`src/rtl/gate_tt_pkg.sv`:
```
// Shared types and helpers for the truth-table sequencer and its settle timer.
package gate_tt_pkg;

  typedef enum logic [1:0] {
    IDLE  = 2'd0,
    APPLY = 2'd1,
    DONE  = 2'd2
  } state_t;

  localparam int unsigned N_IN_MAX = 4;

  function automatic int unsigned nvec(input int unsigned n_in);
    return 32'd1 << n_in;
  endfunction

  function automatic logic exp_bit(input logic [(1 << N_IN_MAX)-1:0] mask,
                                   input logic [N_IN_MAX-1:0] idx);
    return mask[idx];
  endfunction

endpackage

```
`src/rtl/tt_settle_timer.sv`:
```
// Loadable down-counter; zero flags the cycle on which the held vector is sampled.
module tt_settle_timer (
  input  logic       clk,
  input  logic       rst,
  input  logic       load,
  input  logic [3:0] load_val,
  output logic       zero
);

  logic [3:0] cnt;

  always_ff @(posedge clk) begin
    if (rst) begin
      cnt <= '0;
    end else if (load) begin
      cnt <= load_val;
    end else if (cnt != '0) begin
      cnt <= cnt - 4'd1;
    end
  end

  assign zero = (cnt == '0);

endmodule

```
`src/rtl/gate_tt_sequencer.sv`:
```
// Walks every input combination of a gate under test and checks it against a truth-table mask.
module gate_tt_sequencer
  import gate_tt_pkg::*;
#(
  parameter int unsigned                 N_IN   = 2,
  parameter int unsigned                 SETTLE = 1,
  parameter logic [(1 << N_IN)-1:0]      EXPECT = 4'b1110
) (
  input  logic            clk,
  input  logic            rst,
  input  logic            start,
  output logic [N_IN-1:0] vec,
  input  logic            dut_y,
  output logic            busy,
  output logic            done,
  output logic            pass,
  output logic [N_IN:0]   err_cnt,
  output logic            first_fail_vld,
  output logic [N_IN-1:0] first_fail_idx
);

  localparam int unsigned     NVEC = nvec(N_IN);
  localparam logic [N_IN-1:0] LAST = N_IN'(NVEC - 1);

  state_t          state;
  logic            zero;
  logic            load;
  logic            mismatch;
  logic [N_IN:0]   err_next;
  logic            cap_vld;
  logic [N_IN-1:0] cap_idx;
  logic            cap_vld_next;
  logic [N_IN-1:0] cap_idx_next;

  assign load = ((state == IDLE || state == DONE) && start) ||
                (state == APPLY && zero && vec != LAST);

  tt_settle_timer u_timer (
    .clk      (clk),
    .rst      (rst),
    .load     (load),
    .load_val (4'(SETTLE)),
    .zero     (zero)
  );

  // First-failure capture runs internally; the ports only expose it once done so they read 0 while busy.
  always_comb begin
    mismatch     = (dut_y != exp_bit(16'(EXPECT), 4'(vec)));
    err_next     = err_cnt + (N_IN+1)'(mismatch);
    cap_vld_next = cap_vld;
    cap_idx_next = cap_idx;
    if (mismatch && !cap_vld) begin
      cap_vld_next = 1'b1;
      cap_idx_next = vec;
    end
  end

  always_ff @(posedge clk) begin
    if (rst) begin
      state          <= IDLE;
      vec            <= '0;
      busy           <= 1'b0;
      done           <= 1'b0;
      pass           <= 1'b0;
      err_cnt        <= '0;
      first_fail_vld <= 1'b0;
      first_fail_idx <= '0;
      cap_vld        <= 1'b0;
      cap_idx        <= '0;
    end else begin
      case (state)
        IDLE, DONE: begin
          if (start) begin
            state          <= APPLY;
            vec            <= '0;
            busy           <= 1'b1;
            done           <= 1'b0;
            pass           <= 1'b0;
            err_cnt        <= '0;
            first_fail_vld <= 1'b0;
            first_fail_idx <= '0;
            cap_vld        <= 1'b0;
            cap_idx        <= '0;
          end
        end
        APPLY: begin
          if (zero) begin
            err_cnt <= err_next;
            cap_vld <= cap_vld_next;
            cap_idx <= cap_idx_next;
            if (vec == LAST) begin
              state          <= DONE;
              busy           <= 1'b0;
              done           <= 1'b1;
              pass           <= (err_next == '0);
              first_fail_vld <= cap_vld_next;
              first_fail_idx <= cap_idx_next;
            end else begin
              vec <= vec + 1'b1;
            end
          end
        end
        default: state <= IDLE;
      endcase
    end
  end

endmodule

```
`config.mk`:
```
export PLATFORM = sky130hd
export DESIGN_NAME = gate_tt_sequencer
export DESIGN_NICKNAME = d
export VERILOG_FILES = /design/src/rtl/gate_tt_pkg.sv /design/src/rtl/tt_settle_timer.sv /design/src/rtl/gate_tt_sequencer.sv
export SDC_FILE = /design/constraint.sdc
export NUM_CORES = 1
export LEC_CHECK = 0
export BUFFER_PORTS_ARGS = -buffer_cell sky130_fd_sc_hd__buf_2
export CAP_MARGIN = 10
export CORE_ASPECT_RATIO = 0.8
export CORE_MARGIN = 2
export CORE_UTILIZATION = 25
export CTS_CLUSTER_DIAMETER = 120
export CTS_CLUSTER_SIZE = 28
export DETAILED_ROUTE_END_ITERATION = 6
export PLACE_DENSITY_LB_ADDON = 0.15
export SYNTH_ARGS = -nofsm -noshare
export SYNTH_HDL_FRONTEND = slang
export SYNTH_HIERARCHICAL = 1
export SYNTH_SLANG_ARGS = --single-unit
```
`constraint.sdc`:
```
create_clock -name clk -period 2.25 [get_ports clk]
set_clock_uncertainty 0.1 [all_clocks]
set_input_delay 0.3375 -clock clk [delete_from_list [all_inputs] [get_ports clk]]
set_output_delay 0.3375 -clock clk [all_outputs]
set_load 0.1 [all_outputs]
```
# Word level (Yosys, flattened, before mapping)
# Index checks and enable logic that the tools add are counted.
[totals] word_cells=82 memories=0 mem_bits_rw=0 latchBits=0 output_inout_bits=11 ff_bits=20 rom_bits=0 in_bits=4
[classes] magnitude_cmp=1 n_reduce_logical=19 shift=0 eq_ne=9 mul=0 mux=38 addsub=3 n_div=0 n_bitwise=0
[op_table] operator="2-to-1 mux 2 bit" n=10
[op_table] operator="case mux 2 bit (2 select lines)" n=4
[op_table] operator="2-to-1 mux 1 bit" n=15
[op_table] operator="case mux 1 bit (2 select lines)" n=5
[op_table] operator="!= test 2 bit, second input constant" n=4
[op_table] operator="AND reduction 4 bit" n=2
[op_table] operator="2-to-1 mux 3 bit" n=2
[op_table] operator="case mux 3 bit (2 select lines)" n=1
[op_table] operator="AND reduction 3 bit" n=2
[op_table] operator="< comparator 2 x 5 -> 1 bit, second input constant" n=1
[op_table] operator="== test 2 bit, second input constant" n=2
[op_table] operator="logical AND 1 bit" n=4
[op_table] operator="zero test 4 bit" n=1
[op_table] operator="nonzero test 2 bit" n=2
[op_table] operator="nonzero test 4 bit" n=1
[op_table] operator="OR reduction 2 bit" n=2
[op_table] operator="subtractor 4 x 1 -> 4 bit, second input constant" n=1
[op_table] operator="adder 3 x 1 -> 3 bit" n=1
[op_table] operator="zero test 3 bit" n=1
[op_table] operator="adder 2 x 1 -> 2 bit, second input constant" n=1
[op_table] operator="binary-select mux 1 bit (select 2 bit)" n=1
[op_table] operator="== test 2 x 1 -> 1 bit, second input constant" n=1
[op_table] operator="zero test 2 bit" n=1
[op_table] operator="logical OR 1 bit" n=2
[op_table] operator="3 further kinds" n=3

# Longest topological paths before layout
# Gate-level depths: netlist of run 1.
[logic_depth] ltp_word=8 ltp_mapped=9 mapped_depth_nobuf=9

# Cells and area by module
# The synthesis of run 1 kept the hierarchy.
[by_module_without_submodules] mod="gate_tt_sequencer" instances=1 cells_each=84 seq_area_each_um2=320.3 area_each_um2=769.5
[by_module_without_submodules] mod="tt_settle_timer" instances=1 cells_each=24 seq_area_each_um2=80.1 area_each_um2=229.0

# Worst setup path after synthesis of run 1
# OpenSTA, ideal clock, no wires.
[synth_timing] kind="register to register" from="reg vec[0]" to="reg pass" required_ns=2.079 setup_time_ns=0.071 arrival_ns=2.780 path_slack_ns=-0.701 stages_incl_launch_ff=9 synth_period_minus_slack_ns=2.951 path_buffers=0 cell_sequence="dfxtp_1 -> inv_1 -> ha_1 -> xor2_1 -> inv_1 -> ha_1 -> ha_1 -> or4_1 -> a21oi_1"
[synth_via] elab_chain_cells=8 elab_cells_between_ends=11 cone_classes="add/sub (1); eq/ne (3); mux (5); reduce/logical (2)"
[synth_rtl] item="start, declared" line_no="gate_tt_sequencer.sv:12" text="output logic [N_IN-1:0] vec,"
[synth_rtl] item="start signal, assigned" line_no="gate_tt_sequencer.sv:99" text="vec <= vec + 1'b1;"
[synth_rtl] item="binary-select mux 1 bit (select 2 bit)" line_no="gate_tt_pkg.sv:18" text="return mask[idx];"
[synth_rtl] item="2-to-1 mux 1 bit (not written as such)" line_no="gate_tt_pkg.sv:18"
[synth_rtl] item="!= test 1 bit" line_no="gate_tt_sequencer.sv:48" text="mismatch = (dut_y != exp_bit(16'(EXPECT), 4'(vec)));"
[synth_rtl] item="adder 3 x 1 -> 3 bit" line_no="gate_tt_sequencer.sv:49" text="err_next = err_cnt + (N_IN+1)'(mismatch);"
[synth_rtl] item="zero test 3 bit" line_no="gate_tt_sequencer.sv:95" text="pass <= (err_next == '0);"
[synth_rtl] item="2-to-1 mux 1 bit" line_no="gate_tt_sequencer.sv:91" text="if (vec == LAST) begin"
[synth_rtl] item="2-to-1 mux 1 bit" line_no="gate_tt_sequencer.sv:87" text="if (zero) begin"
[synth_rtl] item="case mux 1 bit (2 select lines)" line_no="gate_tt_sequencer.sv:71" text="case (state)"
[synth_rtl] item="end signal, assigned" line_no="gate_tt_sequencer.sv:95"
[synth_rtl] item="end, declared" line_no="gate_tt_sequencer.sv:16" text="output logic pass,"
# Parallel ways exist; a longest one is shown, timed or not. The select of a mux whose other input is x is not followed.
# A chain may end at the register's enable or synchronous reset.

# Worst setup path after layout of run 1
# Ends and elaborated chain as after synthesis.

==> results of run 1 <==
-- metrics by stage --
stage                     setup WS (ns)  std cells  instance area [um2]  power (W)   util
after global routing           0.000919        185                 1250    0.00104  0.330
final                             0.133        185                 1250   0.000968  0.330
after detailed placement          0.126        181                 1200   0.000741  0.317
after floorplan                 0.00875        110                 1040   0.000663      -
after CTS                        0.0983        184                 1250   0.000986  0.328
after global placement            0.188        181                 1200   0.000741  0.317
-- cells in the final DEF (no fill, tap or decap), types with 5 or more instances in the layout --
cell type and n:
sky130_fd_sc_hd__buf_4 5, sky130_fd_sc_hd__buf_2 14, sky130_fd_sc_hd__nand3_1 5, sky130_fd_sc_hd__nand2_1 8
sky130_fd_sc_hd__nor3_1 5, sky130_fd_sc_hd__dfxtp_1 18, sky130_fd_sc_hd__a21oi_1 9
-- power groups by stage --
stage,Combinational [W],Clock (W),Sequential (W)
final,0.000322,0.000231,0.000415
after detailed placement,0.000317,0,0.000424
after global routing,0.000352,0.000266,0.000420
after CTS,0.000321,0.000249,0.000416
after global placement,0.000318,0,0.000423
after floorplan,0.000200,0,0.000463
-- repair_timing --
action / in CTS / in global routing
setup endpoints to repair: 0 / 1
buffers inserted: 0 / 1
hold buffers: 0 / 0
-- cell type report --
cell class,instances,area [um2]
fillers,407,2550
multi-input cells,81,602
flip-flops and latches,20,408
repair buffers,19,108
well taps,55,68.8
clock buffers,3,41.3
inverters,7,26.3
-- worst min-delay path, delay by kind of cell --
| kind | cells | cell delay [ns] |
|---|---|---|
| buf+inv | 1 | 0.09 |
| simple gates | 1 | 0.10 |
| compound gates | 1 | 0.06 |
-- sequential cells by signal (all words and copies together) (netlist names), 2 cells and up --
name / cells
u_timer/cnt: 4
err_cnt: 3
cap_idx: 2
first_fail_idx: 2
state: 2
vec: 2
-- metal layers --
layer | routed length, um | part of all wire | vias to the layer above
met3 | 80 | 0.036 | 2
met1 | 1160 | 0.53 | 364
li1 | - | - | 428
met4 | 15 | 0.0068 | 0
met5 | 0 | 0 | -
met2 | 945 | 0.43 | 12
-- cell usage after synthesis, drive strengths merged --
library cell / number
nor2b: 4
a211oi: 1
and4b: 1
or4: 4
nor3: 6
o32ai: 1
nand4b: 3
buf: 1
nand3b: 3
o21ai: 2
o211ai: 4
xor2: 2
mux2: 1
mux2i: 2
o22ai: 2
a22oi: 1
dfxtp: 20
xnor2: 2
and3b: 2
conb: 2
clkbuf: 1
or3b: 1
a21oi: 9
or3: 1
ha: 5
nand3: 5
nand2b: 3
inv: 7
nor2: 2
nand2: 8
or2: 1
nor3b: 1
-- path summary, 6_finish.rpt --
| check | to |
|---|---|
| worst max-delay path | pass |
| worst min-delay path | state[1] |
| worst max register to register | pass |
| worst min register to register | busy |
-- cells by family (layout without fill, tap and decap cells) --
logic type,Yosys count,count (layout),share of synthesized area
buf+inv,9,29,0.0351
mux,3,3,0.0313
fa+ha+maj,5,5,0.0627
other cells,2,4,0.00752
flops,20,20,0.401
compound gates,20,20,0.122
xor+xnor,4,4,0.0351
simple gates,45,45,0.306
==> results.md, run 1 <==
Power and ir drop:
- Of the total power, the share spent switching nets is 0.333.
- The total power divided by cell area is 772 nW/um2.
- The worst supply voltage drop on vdd is 232 uV.
- The reported net switching power is 0.000322 W.
- The internal power is 0.000646 W.
- The share of power burned in combinational logic is 0.332.
- The share of total power dissipated in sequential elements is 0.429.
- The share of total power dissipated in the clock network is 0.239.
- The leakage power figure is 0.510 nW.

Setup path:
- The nature of the critical path endpoint is a flop.
- The startpoint of the most critical setup path is vec[0].
- Measured in cells, the most critical reg-to-reg path has a length of 8.
- In this run the register-to-register setup slack is 0.13 ns.
- The largest single stage delay on the critical path is 0.50 ns.
- The data arrival time at the worst-slack endpoint is 2.20 ns.
- The number of buffers and inverters on the critical path is 2.
- Traced cell by cell, the critical path runs through inv_2 > ha_4 > xor2_4 > inv_2 > ha_1 > ha_1 > or4_1 > a21oi_1.
- For the worst setup path, the data required time is 2.34 ns.
- Broken down by cell family, the worst path's largest delay share belongs to adder cells.
- In this run the critical register-to-register path is launched from vec[0].
- The launching element type of the critical path is a flop.
- The critical path runs through a total of 8 cells.
- The slowest cell on the critical path is sky130_fd_sc_hd__or4_1.
- The critical path is of the flop to flop type.
- Along the worst path, the maximum fanout reaches 5.

Global routing:
- The number of global-route vias before repair is 797.
- The number of antenna violations at the first check in global routing was 0.
- For this run, global-route usage on met1 was measured as 0.154.
- The fraction of met2 tracks used by global routing is 0.166.
- The met3 usage in global routing is 0.0399.
- The first global-routing pass estimated 3770 um of wire.
- The layer carrying the most global-route usage is met2.
- After global routing the overflow that remains totals 0.
- Entering global routing, the biggest net connects 24 pins.
- In the global route stage, overall resource usage came out at 0.110.

Yosys:
- The total of warnings raised by yosys is 6.
- The share of synthesized area occupied by flip-flops and latches is 0.401.
- Synthesis produced 108 cells.
- The largest total area in the synthesized netlist belongs to sky130_fd_sc_hd__dfxtp_1.
- The synthesized flop and latch total is 20.
- Yosys attributes the largest share of cell area to sky130_fd_sc_hd__dfxtp_1 40%, sky130_fd_sc_hd__ha_1 6.3%, sky130_fd_sc_hd__a21oi_1 4.5%.
- The synthesized netlist occupies a cell area of 998 um2.
- The average cell area after synthesis is 9.24 um2.
- Yosys mapped the design onto 35 distinct sky130hd cell types.
- The share of synthesized area in the top cell type comes to 0.401.

Timing:
- Setup repair after global routing left no endpoint under its margin.
- The timing-limited maximum frequency is 0.472 GHz.
- The post-route minimum period is 2.12 ns.
- Final hold analysis gives a worst-case slack of 0.279 ns.
- The hold violation count in the final report is 0.
- The final setup violation count is 0.
- In the finished design, the share of the clock period the worst path needs comes to 0.941.
- The final setup TNS is 0 ns.
- The count of pins over their slew limit is 0.

Clocking:
- The root buffer cell is sky130_fd_sc_hd__clkbuf_8.
- The clock latency of the later-clocked register in the worst-skew pair is 0.25 ns.
- The clock transition at the register clock pins on the worst setup and hold paths after CTS is 0.07 ns.
- In this run, CTS created clock tree buffers numbering 3.
- TritonCTS built the clock tree.
- The CTS H-tree depth is 1.
- The clock passes through at most 2 buffers.
- The total number of clock tree sinks is 20.
- Gates resized during post-CTS repair numbered 0.

Route:
- After detailed routing, the average wire length per cell comes to 11.9 um.
- Wires add up to 2200 um.
- In the routed layout, each cell is associated on average with a via count of 4.36.
- The final route contains 806 vias.
- The remaining antenna violation count after routing is 0.
- After detailed routing, the number of remaining DRC violations is 0.
- The number of detailed-route iterations in the first pass is 4.
- For this block, the initial DRC count from the detailed router was 27.

Job:
- Max-cap violations in this run came to 0.

Floorplanning:
- The number of ports placed on the die boundary is 15.
- The initial core utilization is 0.263.
- The floorplan has 20 rows.
- The die is 74.7 um wide.
- The placeable core area is 3800 um2.
- Measured along the y axis, the die boundary spans 60.5 um.
- The die covers 4520 um2.

Run status:
- The run finished with clean final reports.

Place:
- The count of buffers added on input and output ports is 14.
- The weighted congestion reported at the end of routability-driven placement is 0.732.
- After legalization and detailed placement, the total HPWL measured 1600 um.

Cells and area:
- The area overhead of the layout relative to synthesis is 25.6%.
- The number of antenna diodes in the final layout is 0.
- Of the cells placed in the final design, the portion with a size suffix greater than 1 is 0.285.
- The layout net count is 141.

Hold path:
- The launch instance of the worst min-delay path is start.
- Along the worst hold path, the cell count comes to 3.
- The type of the worst min-delay path is primary input to flop.
Note: power is estimated with default switching activity, not from simulation.
==> inputs of run 2 (changes only) <==
==> constraint.sdc (replaced) <==
create_clock -name clk -period 2.4 [get_ports clk]
set_clock_uncertainty 0.1 [all_clocks]
set_input_delay 0.36 -clock clk [delete_from_list [all_inputs] [get_ports clk]]
set_output_delay 0.36 -clock clk [all_outputs]
set_load 0.1 [all_outputs]
==> run 2 against run 1 <==
Compared with the run above: sequential power down 6.3%; clock-buffer cell count unchanged; critical path depth unchanged; routed wire length down 0.14%.
==> results.md, run 2 (synthesized netlist as in run 1, its figures left out) <==
Route:
- The total routed wirelength came to 2200 um (-0.14%).
- The number of detailed-route iterations in the first pass is 4 (unchanged).
- The remaining antenna violation count after routing is 0 (unchanged).
- The average wire per cell in the routed design is 11.8 um (-0.67%).
- The detail-routed via count per cell was 4.38 (+0.45%).
- The initial DRC count is 35 (+30%).
- The routed via count is 814 (+0.99%).
- The DRC violation count after routing is 0 (unchanged).

Place:
- The weighted congestion reported at the end of routability-driven placement is 0.689 (-6.0%).
- The count of port buffers added during placement is 14 (unchanged).
- The total half-perimeter wirelength after legalization and detailed placement was 1600 um (-0.14%).

Timing:
- The hold violation count in the final report is 0 (unchanged).
- The count of pins over their slew limit is 0 (unchanged).
- The timing-limited maximum frequency came to 0.450 GHz (-4.7%).
- The final setup violation count is 0 (unchanged).
- The post-route minimum period is 2.22 ns (+0.104 ns).
- The final setup TNS is 0 ns (unchanged).
- The period utilization is 0.926 (-0.0154).
- Setup repair after global routing left no endpoint under its margin.

Setup path:
- Counting stages on the worst path, the most repeated cell is sky130_fd_sc_hd__ha_1.
- The longest individual stage delay on the worst path was 0.51 ns (about the same).
- The worst setup path is captured at a flop.
- The start-to-end type of the worst setup path is flop to flop.
- The data arrival time at the worst-slack endpoint is 2.31 ns (+0.11 ns).
- The slowest stage of the critical path belongs to the cell sky130_fd_sc_hd__or4_1.
- The sum of buffers and inverters on the critical path was 2 (unchanged).
- The launching element type of the critical path is a flop.
- Walking the worst path, the cells encountered are inv_1 > ha_1 > xor2_2 > inv_1 > ha_1 > ha_1 > or4_1 > a21oi_1.
- The maximum fanout count along the critical path is 5 (unchanged).
- The required time at the endpoint of the critical path was 2.49 ns (+0.15 ns).
- The kind of cell with the highest combined delay along the critical path is adder cells.

Floorplanning:
- The placeable core area is 3800 um2 (unchanged).
- The die area is 4520 um2 (unchanged).
- The die height is 60.5 um (unchanged).
- The initial core utilization was 0.263 (unchanged).
- The count of standard-cell rows is 20 (unchanged).
- The horizontal die dimension is 74.7 um (unchanged).
- The number of ports placed on the die boundary was 15 (unchanged).

Cells and area:
- The layout net count is 141 (unchanged).
- The area overhead of the layout relative to synthesis is 23.6%.
- u_timer/cnt holds more flip-flops than any other register.
- In the layout the commonest cells are 18 x sky130_fd_sc_hd__dfxtp_1, 14 x sky130_fd_sc_hd__buf_2, 9 x sky130_fd_sc_hd__a21oi_1, 8 x sky130_fd_sc_hd__nand2_1, 7 x sky130_fd_sc_hd__inv_1.
- The flip-flop count of the largest register, all copies and words added is 4 (unchanged).
- The final cell utilization of the core is 0.324 (-0.00526).
- Leaving out fill and tap cells, the most frequent cell in the layout is sky130_fd_sc_hd__dfxtp_1.
- The fraction of layout cells with a size suffix above 1 is 0.252 (-0.0327).
- The number of diodes is 0 (unchanged).
- The largest registers in the layout are u_timer/cnt x4, err_cnt x3.

Power and ir drop:
- The reported net switching power was 0.000306 W (-4.9%).
- The leakage power figure came to 0.510 nW (-0.14%).
- The total power divided by cell area is 736 nW/um2 (-4.6%).
- The worst supply voltage drop on vdd is 272 uV (+17%).
- The sequential cell fraction of total power is 0.428 (about the same).
- The share of power burned in combinational logic is 0.324 (-0.008).
- The switching part of the total was 0.337 (+0.00459).
- The clock network fraction of design power is 0.248 (+0.009).
- The internal power is 0.000602 W (-6.8%).

Hold path:
- The min-delay analysis places its worst path in the category primary input to flop.

Global routing:
- The global-route wire length before repair is 3770 um (+0.19%).
- The largest net degree at the start of global routing is 24 (unchanged).
- The total global routing overflow is 0 (unchanged).
- The number of antenna violations at the first check in global routing is 0 (unchanged).
- The number of global-route vias before repair is 757 (-5.0%).
- The aggregate global-route resource usage is 0.112 (+0.00186).

Clocking:
- The count of hold-fix buffers inserted at cts came to 0 (unchanged).
- The number of clock buffers inserted by TritonCTS came to 3 (unchanged).
- The CTS tree is built.
- The CTS H-tree depth is 1 (unchanged).
- The clock latency of the later-clocked register in the worst-skew pair is 0.26 ns (about the same).
- The root buffer cell chosen for the clock tree is sky130_fd_sc_hd__clkbuf_8.
- The clock transition at the register clock pins on the worst setup and hold paths after CTS came to 0.08 ns (about the same).
- The clock tree buffer depth was 2 (unchanged).
- The total number of clock tree sinks is 20 (unchanged).

Job:
- The max-capacitance violation count is 0 (unchanged).

Run status:
- The run finished with clean final reports.
==> run 2: cell types whose count changed in the layout (fill, tap and decap cells not counted), sizes merged <==
cell | previous run | this run
clkinv | 0 | 1
==> run 2: metrics by stage <==
| stage | std cells | hold WS, ns | setup WS [ns] | area, um2 | power, W |
|---|---|---|---|---|---|
| after floorplan | 110 | 0.339 | 0.0130 | 1020 | 0.000613 |
| after global placement | 181 | 0.341 | 0.179 | 1180 | 0.000685 |
| after detailed placement | 181 | 0.351 | 0.115 | 1180 | 0.000688 |
| after CTS | 185 | 0.275 | 0.0838 | 1230 | 0.000921 |
| after global routing | 186 | 0.280 | 0.0553 | 1230 | 0.000973 |
| final | 186 | 0.283 | 0.179 | 1230 | 0.000908 |
==> run 2: layout make-up <==
class | count | area [um2]
clock inverters | 1 | 3.75
flip-flops and latches | 20 | 408
multi-input cells | 81 | 578
clock buffers | 3 | 41.3
repair buffers | 19 | 108
inverters | 7 | 26.3
fillers | 426 | 2570
well taps | 55 | 68.8
==> run 2: repair_timing <==
action | in CTS | in global routing
resized for setup | 0 | 0
setup buffers | 0 | 1
endpoints found under the setup margin | 0 | 1
==> run 2: per-layer routing <==
layer	vias to the layer above	global-route usage	wire [um]
li1	430	-	-
met1	371	0.165	1180
met2	11	0.157	906
met3	2	0.0365	94
met4	0	0.0306	15
met5	-	0	0
==> run 2: worst paths after layout <==
check         start       end  slack, ns  depth (start not counted)
max          vec[0]      pass       0.18                          8
min           start  state[1]       0.28                          3
max reg2reg  vec[0]      pass       0.18                          8
min reg2reg    busy      busy       0.37                          2
==> run 2: power groups by stage <==
stage          registers (W)  clock network [W]  logic, W
6_report            0.000389           0.000225  0.000294
5_1_grt             0.000395           0.000254  0.000324
4_1_cts             0.000390           0.000239  0.000292
3_5_place_dp        0.000397                  0  0.000290
3_3_place_gp        0.000396                  0  0.000288
2_1_floorplan       0.000434                  0  0.000179
==> run 2: worst register-to-register path: cells and delay by family, from the launching register on <==
kind | cells | cell delay (ns)
AOI/OAI and AO/OA | 1 | 0.12
xor gates and xnor gates | 1 | 0.20
adders and majority gates | 3 | 0.69
buffers and inverters | 2 | 0.16
DFF | 1 | 0.37
and+or+nand+nor | 1 | 0.51
==> inputs of run 3 (changes only) <==
--- a/config.mk
+++ b/config.mk
@@ -7,6 +7,8 @@
 export LEC_CHECK = 0
 export BUFFER_PORTS_ARGS = -buffer_cell sky130_fd_sc_hd__buf_2
 export CAP_MARGIN = 10
+export CELL_PAD_IN_SITES_DETAIL_PLACEMENT = 2
+export CELL_PAD_IN_SITES_GLOBAL_PLACEMENT = 2
 export CORE_ASPECT_RATIO = 0.8
 export CORE_MARGIN = 2
 export CORE_UTILIZATION = 25
==> run 3 against run 2 <==
Compared with the run above: global-route usage rose by 3.0 points; clock-buffer cell count rose by 1; critical path depth rose by 1; critical endpoint is now u_timer/cnt[3].
==> results.md, run 3 (synthesized netlist as in run 1, its figures left out) <==
Run status:
- The run finished with clean final reports.

Floorplanning:
- The placeable core area is 3800 um2 (unchanged).
- The number of ports placed on the die boundary is 15 (unchanged).
- The count of standard-cell rows was 20 (unchanged).
- The horizontal die dimension is 74.7 um (unchanged).
- The die area is 4520 um2 (unchanged).
- The initial core utilization is 0.263 (unchanged).
- The die height came to 60.5 um (unchanged).

Timing:
- The period utilization is 0.942 (+0.0165).
- Setup repair after global routing left no endpoint under its margin.
- The timing-limited maximum frequency is 0.442 GHz (-1.8%).
- The final setup TNS was 0 ns (unchanged).
- The least setup slack across all paths after layout is 0.139 ns (-0.0397 ns).
- The final setup violation count is 0 (unchanged).
- The count of pins over their slew limit is 0 (unchanged).
- The hold violation count in the final report is 0 (unchanged).
- The post-route minimum period is 2.26 ns (+0.0397 ns).

Cells and area:
- The largest registers in the layout are u_timer/cnt x4, err_cnt x3.
- The number of diodes is 0 (unchanged).
- The most common cell after layout, fill and taps aside is sky130_fd_sc_hd__dfxtp_1.
- In the layout the commonest cells are 18 x sky130_fd_sc_hd__dfxtp_1, 14 x sky130_fd_sc_hd__buf_2, 9 x sky130_fd_sc_hd__a21oi_1, 8 x sky130_fd_sc_hd__nand2_1, 8 x sky130_fd_sc_hd__buf_4.
- The count of non-filler cells in the finished layout is 189 (+1.6%).
- The flip-flop count of the largest register, all copies and words added is 4 (unchanged).
- The layout net count came to 144 (+2.1%).
- Counting flops per register, the top entry is u_timer/cnt.
- From synthesis to final layout, the design area changed by 26.8%.
- The count of filler cells inserted in the layout is 461 (+8.2%).
- The fraction of layout cells with a size suffix above 1 is 0.276 (+0.0242).

Route:
- The average wire per cell in the routed design is 14.9 um (+27%).
- The initial DRC count is 27 (-23%).
- The total routed wirelength was 2820 um (+29%).
- The number of detailed-route iterations in the first pass is 2 (-2).
- The routed via count is 879 (+8.0%).
- The detail-routed via count per cell was 4.65 (+6.3%).
- The remaining antenna violation count after routing is 0 (unchanged).
- The DRC violation count after routing came to 0 (unchanged).

Clocking:
- The total number of clock tree sinks is 20 (unchanged).
- The root buffer cell chosen for the clock tree is sky130_fd_sc_hd__clkbuf_8.
- The number of clock buffers inserted by TritonCTS is 3 (unchanged).
- The clock transition at the register clock pins on the worst setup and hold paths after CTS was 0.08 ns (about the same).
- The post-cts resize count is 0 (unchanged).
- The count of hold-fix buffers inserted at cts is 0 (unchanged).
- The CTS H-tree depth is 1 (unchanged).
- The CTS tree is built.
- The clock tree buffer depth is 2 (unchanged).
- The count of buffers added by post-CTS timing repair for setup was 0 (unchanged).
- The clock latency of the later-clocked register in the worst-skew pair came to 0.26 ns (about the same).

Setup path:
- STA classifies the critical path endpoint as a flop.
- The start-to-end type of the worst setup path is flop to flop.
- The number of cells traversed by the worst register-to-register path is 9 (+1).
- The worst-case register-to-register setup slack is 0.14 ns (-0.04 ns).
- The worst reg2reg path startpoint is u_timer/cnt[0].
- The worst setup path is launched from a flop.
- The data arrival time at the worst-slack endpoint is 2.33 ns (+0.02 ns).
- The longest individual stage delay on the worst path is 0.35 ns (-0.16 ns).
- The required time at the endpoint of the critical path came to 2.47 ns (-0.02 ns).
- The cell type with the highest occurrence count on the critical path is sky130_fd_sc_hd__buf_4.
- The critical path goes through inv_1 > ha_1 > nor3b_4 > buf_4 > nand3b_1 > o21ai_0 > buf_4 > or2_2 > o32ai_1.
- The endpoint of the worst-slack reg-to-reg timing path is u_timer/cnt[3].
- The maximum fanout count along the critical path is 7 (+2).
- The slowest cell on the critical path is sky130_fd_sc_hd__dfxtp_1.

Global routing:
- The aggregate global-route resource usage is 0.142 (+0.0298).
- The number of antenna violations at the first check in global routing came to 0 (unchanged).
- The largest net degree at the start of global routing is 24 (unchanged).
- The number of global-route vias before repair is 939 (+24%).
- The global-route wire length before repair was 4730 um (+25%).
- The total global routing overflow is 0 (unchanged).

Place:
- The total half-perimeter wirelength after legalization and detailed placement is 1950 um (+22%).
- The worst slack at placement is 0.106 ns (-0.00944 ns).
- The count of port buffers added during placement is 14 (unchanged).
- The weighted congestion reported at the end of routability-driven placement was 0.664 (-3.6%).
- The placed instance count is 180 (-0.55%).

Power and ir drop:
- The worst supply voltage drop on vdd was 279 uV (+2.4%).
- The total power divided by cell area was 794 nW/um2 (+7.9%).
- The leakage power figure was 0.530 nW (+4.0%).

Hold path:
- The worst hold path belongs to the class primary input to flop.
- In this run the most critical hold path is launched from start.
- The instance count along the most critical hold path came to 3 (unchanged).
- For hold timing, the worst endpoint is state[1].

Job:
- The max-capacitance violation count is 0 (unchanged).
-- run 3: cell types whose count changed in the layout (fill, tap and decap cells not counted) --
cell	change
sky130_fd_sc_hd__clkinv_1	-1
sky130_fd_sc_hd__buf_4	+3
sky130_fd_sc_hd__clkbuf_8	+1
-- run 3: critical path: cells and delay by family, from the launching register on --
family	cells	cell delay, ns
DFF	1	0.35
adders and majority gates	1	0.25
AOI/OAI and AO/OA	2	0.34
buffers and inverters	3	0.42
and+or+nand+nor	3	0.71
-- run 3: worst max path at each step --
| stage | start | endpoint | slack, ns | cells after the start |
|---|---|---|---|---|
| after floorplan | vec[0] | pass | 0.01 | 8 |
| after global placement | vec[0] | pass | 0.18 | 8 |
| after detailed placement | vec[0] | pass | 0.11 | 8 |
| after CTS | vec[0] | pass | 0.07 | 8 |
| after global routing | vec[0] | pass | 0.007 | 8 |
| final | u_timer/cnt[0] | u_timer/cnt[3] | 0.14 | 9 |
-- run 3: through the flow --
step / hold slack, ns / total power (W) / utilization / cell area [um2]
after floorplan: 0.339 / 0.000613 / - / 1020
after global placement: 0.343 / 0.000671 / 0.309 / 1170
after detailed placement: 0.349 / 0.000686 / 0.309 / 1170
after CTS: 0.293 / 0.000961 / 0.323 / 1230
after global routing: 0.307 / 0.00107 / 0.333 / 1270
final: 0.293 / 0.00101 / 0.333 / 1270
-- run 3: area by class of cell --
class / count / area, um2 / share of cell area
Tap cell: 55 / 68.8 / 0.0543
Multi-Input combinational cell: 81 / 578 / 0.457
Inverter: 7 / 26.3 / 0.0208
Timing Repair Buffer: 22 / 130 / 0.103
Sequential cell: 20 / 408 / 0.322
Clock buffer: 4 / 55.1 / 0.0435
-- run 3: layer usage --
layer | share of wire | GRT usage | wire, um | vias up
met3 | 0.026 | 0.0399 | 74 | 2
li1 | - | - | - | 440
met1 | 0.49 | 0.185 | 1390 | 428
met4 | 0.0053 | 0.0306 | 15 | 0
met2 | 0.48 | 0.238 | 1340 | 9
met5 | 0 | 0 | 0 | -
-- run 3: where the power goes --
part / leakage, nW / total [W] / switching (W) / internal [W]
logic: 0.337 / 0.000352 / 0.000191 / 0.000161
clock network: 0.0288 / 0.000263 / 0.000117 / 0.000146
registers: 0.164 / 0.000391 / 0.0000313 / 0.000360
total: 0.530 / 0.00101 / 0.000339 / 0.000667
